[config.mk]
export PLATFORM = sky130hd
export DESIGN_NAME = clk_mux_sel_ctrl
export DESIGN_NICKNAME = d
export VERILOG_FILES = /design/src/rtl/clk_mux_sel_ctrl.sv
export SDC_FILE = /design/constraint.sdc
export NUM_CORES = 1
export LEC_CHECK = 0
export ABC_AREA = 1
export BUFFER_PORTS_ARGS = -buffer_cell sky130_fd_sc_hd__buf_2
export CORE_ASPECT_RATIO = 1.25
export CORE_MARGIN = 1
export CORE_UTILIZATION = 51
export DETAILED_ROUTE_END_ITERATION = 8
export GPL_TIMING_DRIVEN = 0
export PLACE_DENSITY_LB_ADDON = 0.15
export SETUP_SLACK_MARGIN = 0.02
export SYNTH_ARGS = -nofsm -noshare
export SYNTH_HDL_FRONTEND = slang
export SYNTH_SLANG_ARGS = --single-unit
[constraint.sdc]
create_clock -name clk -period 1.35 [get_ports clk]
set_input_delay 0 -clock clk [delete_from_list [all_inputs] [get_ports clk]]
set_output_delay 0 -clock clk [all_outputs]
set_load 0.05 [all_outputs]
[src/rtl/clk_mux_sel_ctrl.sv]
// ---------------------------------------------------------------------------
// clk_mux_sel_ctrl
// Select controller for a glitch-free two-input clock mux. Runs on the
// primary clock, synchronises the asynchronous switch request, qualifies
// the alternate clock by counting its rising edges per measurement window,
// and holds sel frozen for a dwell period after every change.
//
// Optional feature macro: CLK_MUX_FALLBACK_EN
//   defined   : loss of the alternate clock while selected forces a return
//               to the primary clock, and reselection waits for the request
//               to be withdrawn first.
//   undefined : loss of the alternate clock only raises the sticky fault.
// ---------------------------------------------------------------------------
module clk_mux_sel_ctrl #(
   parameter int SYNC_STAGES   = 2,
   parameter int DWELL_CYCLES  = 16,
   parameter int WINDOW_CYCLES = 64,
   parameter int MIN_EDGES     = 4
) (
   input  logic clk,
   input  logic reset,
   input  logic req_sel,
   input  logic alt_clk,
   output logic sel,
   output logic busy,
   output logic alt_ok,
   output logic fault
);

   localparam int WIN_W   = $clog2(WINDOW_CYCLES + 1);
   localparam int EDGE_W  = $clog2(MIN_EDGES + 1);
   localparam int DWELL_W = $clog2(DWELL_CYCLES + 1);

   localparam logic [WIN_W-1:0]   WIN_LAST   = WIN_W'(WINDOW_CYCLES - 1);
   localparam logic [WIN_W-1:0]   WIN_ONE    = WIN_W'(1);
   localparam logic [EDGE_W-1:0]  EDGE_MAX   = EDGE_W'(MIN_EDGES);
   localparam logic [EDGE_W-1:0]  EDGE_PRE   = EDGE_W'(MIN_EDGES - 1);
   localparam logic [EDGE_W-1:0]  EDGE_ONE   = EDGE_W'(1);
   localparam logic [DWELL_W-1:0] DWELL_LAST = DWELL_W'(DWELL_CYCLES - 1);
   localparam logic [DWELL_W-1:0] DWELL_ONE  = DWELL_W'(1);

   typedef enum logic [1:0] {
      ST_SEL0  = 2'd0,
      ST_SEL1  = 2'd1,
      ST_DWELL = 2'd2
   } state_t;

   // ------------------------------------------------------------------
   // Input synchronisers
   // ------------------------------------------------------------------
   logic [SYNC_STAGES-1:0] r_req_sync;
   logic [SYNC_STAGES-1:0] r_alt_sync;
   logic                   r_alt_d;
   logic                   w_req_s;
   logic                   w_alt_s;
   logic                   w_alt_rise;

   // Shift both asynchronous inputs through their synchroniser chains
   always_ff @(posedge clk) begin
      if (reset) begin
         r_req_sync <= '0;
         r_alt_sync <= '0;
         r_alt_d    <= 1'b0;
      end else begin
         r_req_sync <= {r_req_sync[SYNC_STAGES-2:0], req_sel};
         r_alt_sync <= {r_alt_sync[SYNC_STAGES-2:0], alt_clk};
         r_alt_d    <= w_alt_s;
      end
   end

   assign w_req_s    = r_req_sync[SYNC_STAGES-1];
   assign w_alt_s    = r_alt_sync[SYNC_STAGES-1];
   assign w_alt_rise = w_alt_s & ~r_alt_d;

   // ------------------------------------------------------------------
   // Alternate clock activity monitor
   // ------------------------------------------------------------------
   logic [WIN_W-1:0]  r_win_cnt;
   logic [EDGE_W-1:0] r_edge_cnt;
   logic              r_alt_ok;
   logic              w_win_end;
   logic              w_edge_sat;
   logic              w_enough;

   assign w_win_end  = (r_win_cnt == WIN_LAST);
   assign w_edge_sat = (r_edge_cnt == EDGE_MAX);
   // The edge arriving in the window's final cycle still counts toward it.
   assign w_enough   = w_edge_sat | (w_alt_rise & (r_edge_cnt == EDGE_PRE));

   // Count window cycles and saturating alt edges; publish verdict at window end
   always_ff @(posedge clk) begin
      if (reset) begin
         r_win_cnt  <= '0;
         r_edge_cnt <= '0;
         r_alt_ok   <= 1'b0;
      end else if (w_win_end) begin
         r_win_cnt  <= '0;
         r_edge_cnt <= '0;
         r_alt_ok   <= w_enough;
      end else begin
         r_win_cnt <= r_win_cnt + WIN_ONE;
         if (w_alt_rise && !w_edge_sat) begin
            r_edge_cnt <= r_edge_cnt + EDGE_ONE;
         end
      end
   end

   // ------------------------------------------------------------------
   // Selection state machine
   // ------------------------------------------------------------------
   state_t             r_state;
   state_t             w_state_nxt;
   logic               r_sel;
   logic               w_sel_nxt;
   logic               r_fault;
   logic               w_fault_nxt;
   logic [DWELL_W-1:0] r_dwell_cnt;
   logic [DWELL_W-1:0] w_dwell_nxt;
   logic               w_resel_ok;

`ifdef CLK_MUX_FALLBACK_EN
   // After a forced fallback the fault flag stays set until the request is
   // withdrawn in SEL0, so it doubles as the reselection lockout.
   assign w_resel_ok = ~r_fault;
`else
   assign w_resel_ok = 1'b1;
`endif

   // State, sel, fault and dwell counter registers
   always_ff @(posedge clk) begin
      if (reset) begin
         r_state     <= ST_SEL0;
         r_sel       <= 1'b0;
         r_fault     <= 1'b0;
         r_dwell_cnt <= '0;
      end else begin
         r_state     <= w_state_nxt;
         r_sel       <= w_sel_nxt;
         r_fault     <= w_fault_nxt;
         r_dwell_cnt <= w_dwell_nxt;
      end
   end

   // Next-state decisions; alt_ok is the registered value, so a window-end
   // update in the same cycle is seen only on the following cycle.
   always_comb begin
      w_state_nxt = r_state;
      w_sel_nxt   = r_sel;
      w_fault_nxt = r_fault;
      w_dwell_nxt = '0;

      case (r_state)
         ST_SEL0: begin
            if (!w_req_s) begin
               w_fault_nxt = 1'b0;
            end else if (r_alt_ok && w_resel_ok) begin
               w_sel_nxt   = 1'b1;
               w_state_nxt = ST_DWELL;
            end
         end

         ST_SEL1: begin
            // A withdrawn request wins over a simultaneous alt_ok drop,
            // so a normal deselect never flags a fault.
            if (!w_req_s) begin
               w_sel_nxt   = 1'b0;
               w_state_nxt = ST_DWELL;
            end else if (!r_alt_ok) begin
               w_fault_nxt = 1'b1;
`ifdef CLK_MUX_FALLBACK_EN
               w_sel_nxt   = 1'b0;
               w_state_nxt = ST_DWELL;
`endif
            end
         end

         ST_DWELL: begin
            if (r_dwell_cnt == DWELL_LAST) begin
               w_state_nxt = r_sel ? ST_SEL1 : ST_SEL0;
            end else begin
               w_dwell_nxt = r_dwell_cnt + DWELL_ONE;
            end
         end

         default: begin
            // Unreachable encoding: park in DWELL so sel cannot change
            // before a full dwell period has elapsed.
            w_state_nxt = ST_DWELL;
         end
      endcase
   end

   assign sel    = r_sel;
   assign busy   = (r_state == ST_DWELL);
   assign alt_ok = r_alt_ok;
   assign fault  = r_fault;

endmodule

---- After elaboration in Yosys (flattened, before gate mapping) ----
Index checks and enable logic that the tools add are counted.
storage, ports and cells
  register bits ........................... 25
  output and inout bits ................... 4
  word-level logic and storage cells ...... 53
cells by class
  add/sub/neg operators ................... 3
  equal/unequal tests ..................... 13
  muxes and demuxes ....................... 13
  bitwise operators ....................... 5
  reductions and logical operators ........ 9
operators with widths
  cell                                                   number
  inequality test 2 bit, second input constant           6
  AND reduction 4 bit                                    3
  2-to-1 mux 2 bit                                       4
  adder 7 x 1 -> 7 bit, second input constant            1
  == test 7 x 6 -> 1 bit, second input constant          1
  2-to-1 mux 1 bit                                       6
  one-hot mux 2 bit (3 select lines)                     1
  adder 5 x 1 -> 5 bit, second input constant            1
  == test 5 x 4 -> 1 bit, second input constant          1
  one-hot mux 1 bit (2 select lines)                     2
  adder 3 x 1 -> 3 bit, second input constant            1
  == test 3 x 2 -> 1 bit, second input constant          1
  == test 3 bit, second input constant                   1
  OR reduction 3 bit                                     1
  bitwise AND 1 bit                                      2
  == test 2 x 1 -> 1 bit, second input constant          1
  == test 2 bit, second input constant                   1
  zero test 2 bit                                        1
  inequality test 2 x 1 -> 1 bit, second input constant  1
  NOT 1 bit                                              2
  nonzero test 2 bit                                     1
  OR reduction 2 bit                                     1
  logical AND 1 bit                                      1
  zero test 1 bit                                        1
  OR 1 bit                                               1

---- Depth between registers and ports, before layout ----
Gate-level depths: netlist (run 1).
  depth after elaboration ................. 4
  depth in mapped cells ................... 11

---- Worst setup path after synthesis (run 1) ----
Ideal clock, no wire load.
  path kind ............................... register to register
  start ................................... register r_dwell_cnt[0]
  end ..................................... register r_state[0]
  library setup time ...................... 115 ps
  arrival ................................. 1157 ps
  path slack .............................. 78 ps
  cell stages (with the launch flop) ...... 11
  buffers on the path ..................... 0
  period minus slack after synthesis ...... 1272 ps
  path through ............................ dfxtp_1 -> ha_1 -> nand2_1 -> nor2_1 -> ha_1 -> inv_1 -> nand3_1 -> nand2_1 -> inv_1 -> a21oi_1 -> nor2_1
between the ends
  cells in the longest elaborated chain, start to end .. 3
RTL lines
  element                                          RTL line  RTL
  start, declared                                  117       logic [DWELL_W-1:0] r_dwell_cnt;
  start signal, assigned                           140       r_dwell_cnt <= w_dwell_nxt;
  == test 5 x 4 -> 1 bit                           178       if (r_dwell_cnt == DWELL_LAST) begin
  inequality test 2 x 1 -> 1 bit (no source line)  -
  AND reduction 4 bit (no source line)             -
  end signal, assigned                             137       r_state <= w_state_nxt;
  end, declared                                    111       state_t r_state;
No other way between the ends.
A chain may end at the register's enable or synchronous reset.

---- Worst setup path in the final report (run 1) ----
Same ends and word-level chain as after synthesis.

==> flow_metrics.tcl, run 1 <==
set metrics [dict create \
    cts_buffers 3 \
    crit_chain "ha_4 > nand2_2 > nor2_2 > ha_2 > inv_2 > nand3_2 > nand2_1 > inv_2 > a21oi_2 > nor2_2" \
    die_area_um2 2270 \
    status "complete, no violations" \
    initial_utilization 0.542 \
    clockRootBuffer "clkbuf_4" \
    n_antenna_cell 0 \
    io_buffer_count 6 \
    end_kind "register" \
    crit_end "r_state[0]$_SDFFE_PP0P_" \
    syn_area_um2 1060 \
    drv_slew 0 \
    vias_per_cell 4.62 \
    path_clk_slew_ns 0.13 \
    min_period_ns 1.32 \
    ys_seq_area_frac 0.472 \
    peakVddDrop_mv 0.801 \
    rows 18 \
    cts_tree "done" \
    ff2ff_path_depth 10 \
    finalCritPeriodShare 0.977 \
    fin_util 0.646 \
    drive_gt1_frac 0.255 \
    p_leak_uw 0.000565 \
    antenna_found_initial 0 \
    fmax_ghz 0.758 \
    setup_violations 0 \
    syn_avg_cell_area_um2 7.80 \
    crit_slowest_cell "dfxtp_2" \
    worstPathMaxFanout 3 \
    cts_max_path_buffers 2 \
    slew_headroom 0.822 \
    final.setup.tns_ns 0 \
    reg2reg_from "r_dwell_cnt[0]$_SDFF_PP0_" \
    finalHoldViolCount 0 \
    io_pins 8 \
    core_um2 1960 \
    tightest_slew_ns 0.267 \
    cap_viol_max_count 0 \
    die_h_um 53.0 \
    power_density_nw_per_um2 911 \
    grt_pass1_wl_um 2970 \
    syn_to_final_growth_pct 19.2 \
    arrival_ns 1.53 \
    grt_max_degree 14 \
    insertion_delay_ns 0.31 \
    worstHoldPathType "reg2reg" \
    overflow 0 \
    drtAntennaViolNets 0 \
    firstDrtPassIters 4 \
    track_usage 0.170 \
    drcViolationCount 0 \
    wl_um 1650 \
    slowest_delay_ns 0.36 \
    fin_nets 164 \
    ys_seq_elements 25 \
    grt_pass1_vias 768 \
    yosysWarnings 0 \
    h-tree-depth 1 \
    startpoint_type "register" \
    clock-skew-final_ns 0.00599 \
    ff2ff_setup_slack_ns 0.03 \
    routed-via-count 800 \
    wire_per_inst_um 9.52 \
    synthCells 136 \
    rsz0062_at_grt "true" \
    cp_data_required_time_ns 1.56 \
    gp_congestion 0.814 \
    worstSetupPathType "reg2reg" \
    regToRegEndpoint "r_state[0]$_SDFFE_PP0P_" \
    first_iter_violations 5 \
    clock_sinks 25 \
    die_x_um 42.8 \
    hpwlAfterDp_um 1110 \
    crit_path_start "r_dwell_cnt[0]$_SDFF_PP0_" \
    synth_fp_nets 146 \
    ys_types 20 \
]
-- worst min path at each step --
stage / slack, ns / start / endpoint / cells after the start
after detailed placement: 0.21 / req_sel / r_req_sync[0]$_SDFF_PP0_ / 3
after CTS: 0.41 / r_req_sync[0]$_SDFF_PP0_ / r_req_sync[1]$_SDFF_PP0_ / 2
after global routing: 0.42 / r_req_sync[0]$_SDFF_PP0_ / r_req_sync[1]$_SDFF_PP0_ / 2
after global placement: 0.20 / req_sel / r_req_sync[0]$_SDFF_PP0_ / 3
final: 0.41 / r_req_sync[0]$_SDFF_PP0_ / r_req_sync[1]$_SDFF_PP0_ / 2
after floorplan: 0.11 / alt_clk / r_alt_sync[0]$_SDFF_PP0_ / 2
-- critical path, delay by kind of cell, from the launching register on --
family                   cells  cell delay, ns
AO/OA/AOI/OAI                1            0.14
adder cells (fa/ha/maj)      2            0.32
buffers and inverters        2            0.11
flip-flops                   1            0.36
AND/OR/NAND/NOR              5            0.29
-- cell type report --
type / count / area (µm²)
buffer: 1 / 5.00
clock buffer: 4 / 26.3
fill: 168 / 694
inverter: 30 / 113
multi-input combinational: 80 / 492
sequential: 25 / 505
tap: 20 / 25.0
timing repair buffer: 13 / 98.8
-- layout by cell type (no fill, tap or decap), types with 2 or more instances in the layout --
cell type      instances
nand3_1                3
nand2_1               18
nor2_1                20
buf_2                  7
o21ai_0                3
dfxtp_1               21
nand3_2                4
inv_1                 25
ha_1                   3
dfxtp_2                4
nand4_1                2
nor2_2                 2
ha_2                   2
nor3_1                 4
a21oi_1                2
clkbuf_4               3
nand2_2                5
xor2_1                 5
dlygate4sd3_1          5
inv_2                  5
-- routing by layer --
metal,up-vias,wire (µm),global-route usage
li1,445,-,-
met1,348,761,0.205
met2,5,854,0.298
met3,2,23,0.0205
met4,0,8,0.0781
met5,-,0,0
-- cell usage after synthesis --
| cell | n | area [µm²] |
|---|---|---|
| dfxtp_1 | 25 | 500 |
| inv_1 | 29 | 109 |
| o31ai_1 | 1 | 7.51 |
| nor2_1 | 22 | 82.6 |
| a21oi_1 | 3 | 15.0 |
| buf_2 | 1 | 5.00 |
| o21ai_2 | 1 | 8.76 |
| ha_1 | 6 | 75.1 |
| nand3_1 | 6 | 30.0 |
| nor2_4 | 1 | 11.3 |
| o21a_1 | 1 | 7.51 |
| o21ai_0 | 3 | 15.0 |
| inv_2 | 1 | 3.75 |
| nand2_1 | 21 | 78.8 |
| nor3b_2 | 1 | 12.5 |
| xor2_1 | 5 | 43.8 |
| nor3_1 | 4 | 20.0 |
| nand3_2 | 1 | 10.0 |
| nand4_1 | 2 | 12.5 |
| nand2_2 | 2 | 12.5 |
-- sequential cells by signal, indices dropped and copies added, names as in the netlist --
signal	cells
r_win_cnt	7
r_dwell_cnt	5
r_edge_cnt	3
r_alt_sync	2
r_req_sync	2
r_state	2
alt_ok	1
fault	1
r_alt_d	1
sel	1
-- cell families (layout without fill, tap and decap cells) --
logic type / count (synthesis) / count (layout) / share of synthesized area
and+or+nand+nor: 60 / 60 / 0.255
AOI/OAI and AO/OA: 9 / 9 / 0.0507
DFF: 25 / 25 / 0.472
xor gates and xnor gates: 5 / 5 / 0.0413
buffers and inverters: 31 / 48 / 0.111
adders and majority gates: 6 / 6 / 0.0708
-- metrics by stage --
stage	cell area [µm²]	worst slack, ns	cells	total power [µW]	hold slack (ns)
global placement	1120	-0.00227	162	827	0.198
finish	1260	0.0304	173	1150	0.412
floorplan	1060	0.0784	136	816	0.107
detailed placement	1120	-0.0113	162	828	0.211
global route	1260	-0.0704	173	1200	0.421
CTS	1220	0.0237	172	1160	0.414
-- power breakdown --
part / internal [µW] / total, µW / switching [µW] / leakage [µW]
Sequential: 755 / 764 / 9.21 / 0.000205
Combinational: 32.2 / 68.1 / 36.0 / 0.000346
Clock: 115 / 321 / 206 / 0.0000150
Total: 902 / 1150 / 251 / 0.000565
-- timing repair --
action | in CTS | in global routing
pin swaps | 4 | 6
endpoints found under the setup margin | 2 | 6
gates resized for setup | 9 | 13
buffers inserted | 1 | 1
hold endpoints to repair | 7 | 0
hold buffers | 5 | 0
(Power assumes the default switching activity.)
==> inputs of run 2 (changes only) <==
ABC_AREA = unset   (was 1)
CORE_UTILIZATION = 50   (was 51)
==> flow_metrics.tcl, run 2 <==
set metrics [dict create \
    grt_pass1_wl_um 3000 \
    yosysMostFrequentCell "dfxtp_1" \
    holdWs_ns 0.437 \
    finalCritPeriodShare 0.927 \
    final_cell_mix "dfxtp_1 (21), nor2_1 (9), o21ai_0 (8)" \
    initial_utilization 0.545 \
    largest_reg_flops 7 \
    end_kind "register" \
    hpwlAfterDp_um 1180 \
    track_usage 0.182 \
    routed-via-count 730 \
    arrival_ns 1.46 \
    drv_slew 0 \
    cap_viol_max_count 0 \
    slew_headroom 0.700 \
    antenna_found_initial 0 \
    setup_violations 0 \
    grt_max_degree 14 \
    slowest_delay_ns 0.38 \
    syn_to_final_growth_pct 15.8 \
    final_cells 139 \
    crit_chain "ha_2 > and3_1 > ha_2 > inv_1 > o21ai_1 > a21oi_1" \
    cts_buffers 3 \
    final_common_cell "dfxtp_1" \
    worstPathMaxFanout 3 \
    clock-skew-final_ns 0.00339 \
    pre_cts_ws_ns 0.0114 \
    ys.flop_type "dfxtp_1" \
    peakVddDrop_mv 0.749 \
    synth_top_family_by_area "simple AND/OR/NAND/NOR gates" \
    h-tree-depth 1 \
    first_iter_violations 6 \
    fin_nets 131 \
    wl_um 1680 \
    worst_slack_ns 0.0980 \
    synthArstFlopShare 0 \
    synthCells 105 \
    grt_pass1_vias 737 \
    path_delay_family "adder cells" \
    rows 17 \
    syn_avg_cell_area_um2 9.50 \
    synthAdderAreaFrac 0.0753 \
    startpoint_type "register" \
    tightest_slew_ns 0.449 \
    n_antenna_cell 0 \
    synth_compound_area_frac 0.125 \
    ys_seq_elements 25 \
    cp_num_buf_inv 1 \
    p_leak_uw 0.000432 \
    synth_mux_area_frac 0 \
    cts_max_path_buffers 2 \
    drive_gt1_frac 0.208 \
    overflow 0 \
    synth_xor_area_frac 0.0439 \
    status "complete, no violations" \
    fin_util 0.631 \
    fmax_ghz 0.799 \
    power_density_nw_per_um2 1000 \
    core_um2 1830 \
    die_x_um 41.9 \
    die_area_um2 2180 \
    io_buffer_count 7 \
    rsz0062_at_grt "true" \
    die_h_um 51.9 \
    synth_top_cell_by_area "dfxtp_1" \
    firstDrtPassIters 2 \
    cp_data_required_time_ns 1.55 \
    dpl.cell_count 131 \
    gp_congestion 0.747 \
    vias_per_cell 5.25 \
    finalHoldViolCount 0 \
    worstHoldPathType "reg2reg" \
    ys_types 26 \
    clockRootBuffer "clkbuf_4" \
    min_period_ns 1.25 \
    synth_area_leaders "dfxtp_1 (50%), ha_1 (7.5%), o21ai_0 (4.5%)" \
    yosys-top-cells-count "dfxtp_1 (25), nor2_1 (12), o21ai_0 (9)" \
    synth_simple_gate_area_share 0.227 \
    insertion_delay_ns 0.32 \
    drtAntennaViolNets 0 \
    top_register "r_win_cnt" \
    path_clk_slew_ns 0.13 \
    worstSetupPathType "reg2reg" \
    cpMostUsedCell "ha_2" \
    synth_fp_nets 115 \
    synth-edff-count 0 \
    cts_tree "done" \
    synth_top_area_frac 0.502 \
    largestRegisters "r_win_cnt (7), r_dwell_cnt (5), r_edge_cnt (3)" \
    wire_per_inst_um 12.1 \
    drcViolationCount 0 \
    io_pins 8 \
    clock_sinks 25 \
    ys_seq_area_frac 0.502 \
    syn_area_um2 997 \
    yosysWarnings 0 \
    crit_slowest_cell "dfxtp_1" \
]
[run 2: cell types whose count changed in the layout (fill, tap and decap cells not counted), sizes merged, moves of 4 or more]
cell,before,now
nor2b,0,6
o21ai,4,9
nand2,23,5
a21oi,3,8
nor2,23,12
inv,30,6
nor3,4,0
[run 2: timing repair]
action	4_1_cts	5_1_grt
pin swaps	3	1
gates cloned	0	0
hold endpoints to repair	5	0
setup endpoints to repair	4	13
hold buffers	3	0
resized for setup	2	11
setup buffers	0	1
[run 2: final timing paths]
kind | start | cells after the start | slack [ns] | to
worst max register to register | r_dwell_cnt[1]$_SDFF_PP0_ | 6 | 0.1 | r_state[1]$_SDFFE_PP0P_
worst max-delay path | r_dwell_cnt[1]$_SDFF_PP0_ | 6 | 0.1 | r_state[1]$_SDFFE_PP0P_
worst min register to register | r_win_cnt[0]$_SDFF_PP0_ | 1 | 0.44 | r_win_cnt[0]$_SDFF_PP0_
worst min-delay path | r_win_cnt[0]$_SDFF_PP0_ | 1 | 0.44 | r_win_cnt[0]$_SDFF_PP0_
[run 2: power breakdown]
part / switching [µW] / total [µW] / internal [µW]
registers: 13.6 / 769 / 756
clock network: 213 / 329 / 116
logic: 31.4 / 62.6 / 31.2
[run 2: area by class of cell]
class                      count  area [µm²]
multi-input combinational     73         500
clock buffer                   4        26.3
buffer                         1        3.75
fill                         177         674
sequential                    25         505
inverter                       6        22.5
timing repair buffer          11        72.6
tap                           19        23.8
[run 2: logic make-up (layout without fill, tap and decap cells)]
family | after synthesis | after routing
flip-flops | 25 | 25
buffers and inverters | 7 | 22
AO/OA/AOI/OAI | 21 | 21
AND/OR/NAND/NOR | 41 | 41
adder cells (fa/ha/maj) | 6 | 6
XOR/XNOR | 5 | 5
[run 2: through the flow]
step	setup TNS, ns	area (µm²)	total power [µW]
after floorplan	0	997	820
after global placement	0	1060	833
after detailed placement	0	1060	837
after CTS	0	1120	1170
after global routing	-0.0177	1150	1210
final	0	1150	1160
[run 2: metal layers]
metal / global-route usage / vias up / share of wire
li1: - / 384 / -
met1: 0.190 / 335 / 0.44
met2: 0.341 / 6 / 0.52
met3: 0.0208 / 5 / 0.016
met4: 0.113 / 0 / 0.026
met5: 0 / - / 0
[run 2: worst reg2reg max path: stages (launching register included)]
cell and delay, ns:
dfxtp_1 0.38, ha_2 0.20, and3_1 0.15, ha_2 0.20
inv_1 0.04, o21ai_1 0.11, a21oi_1 0.07
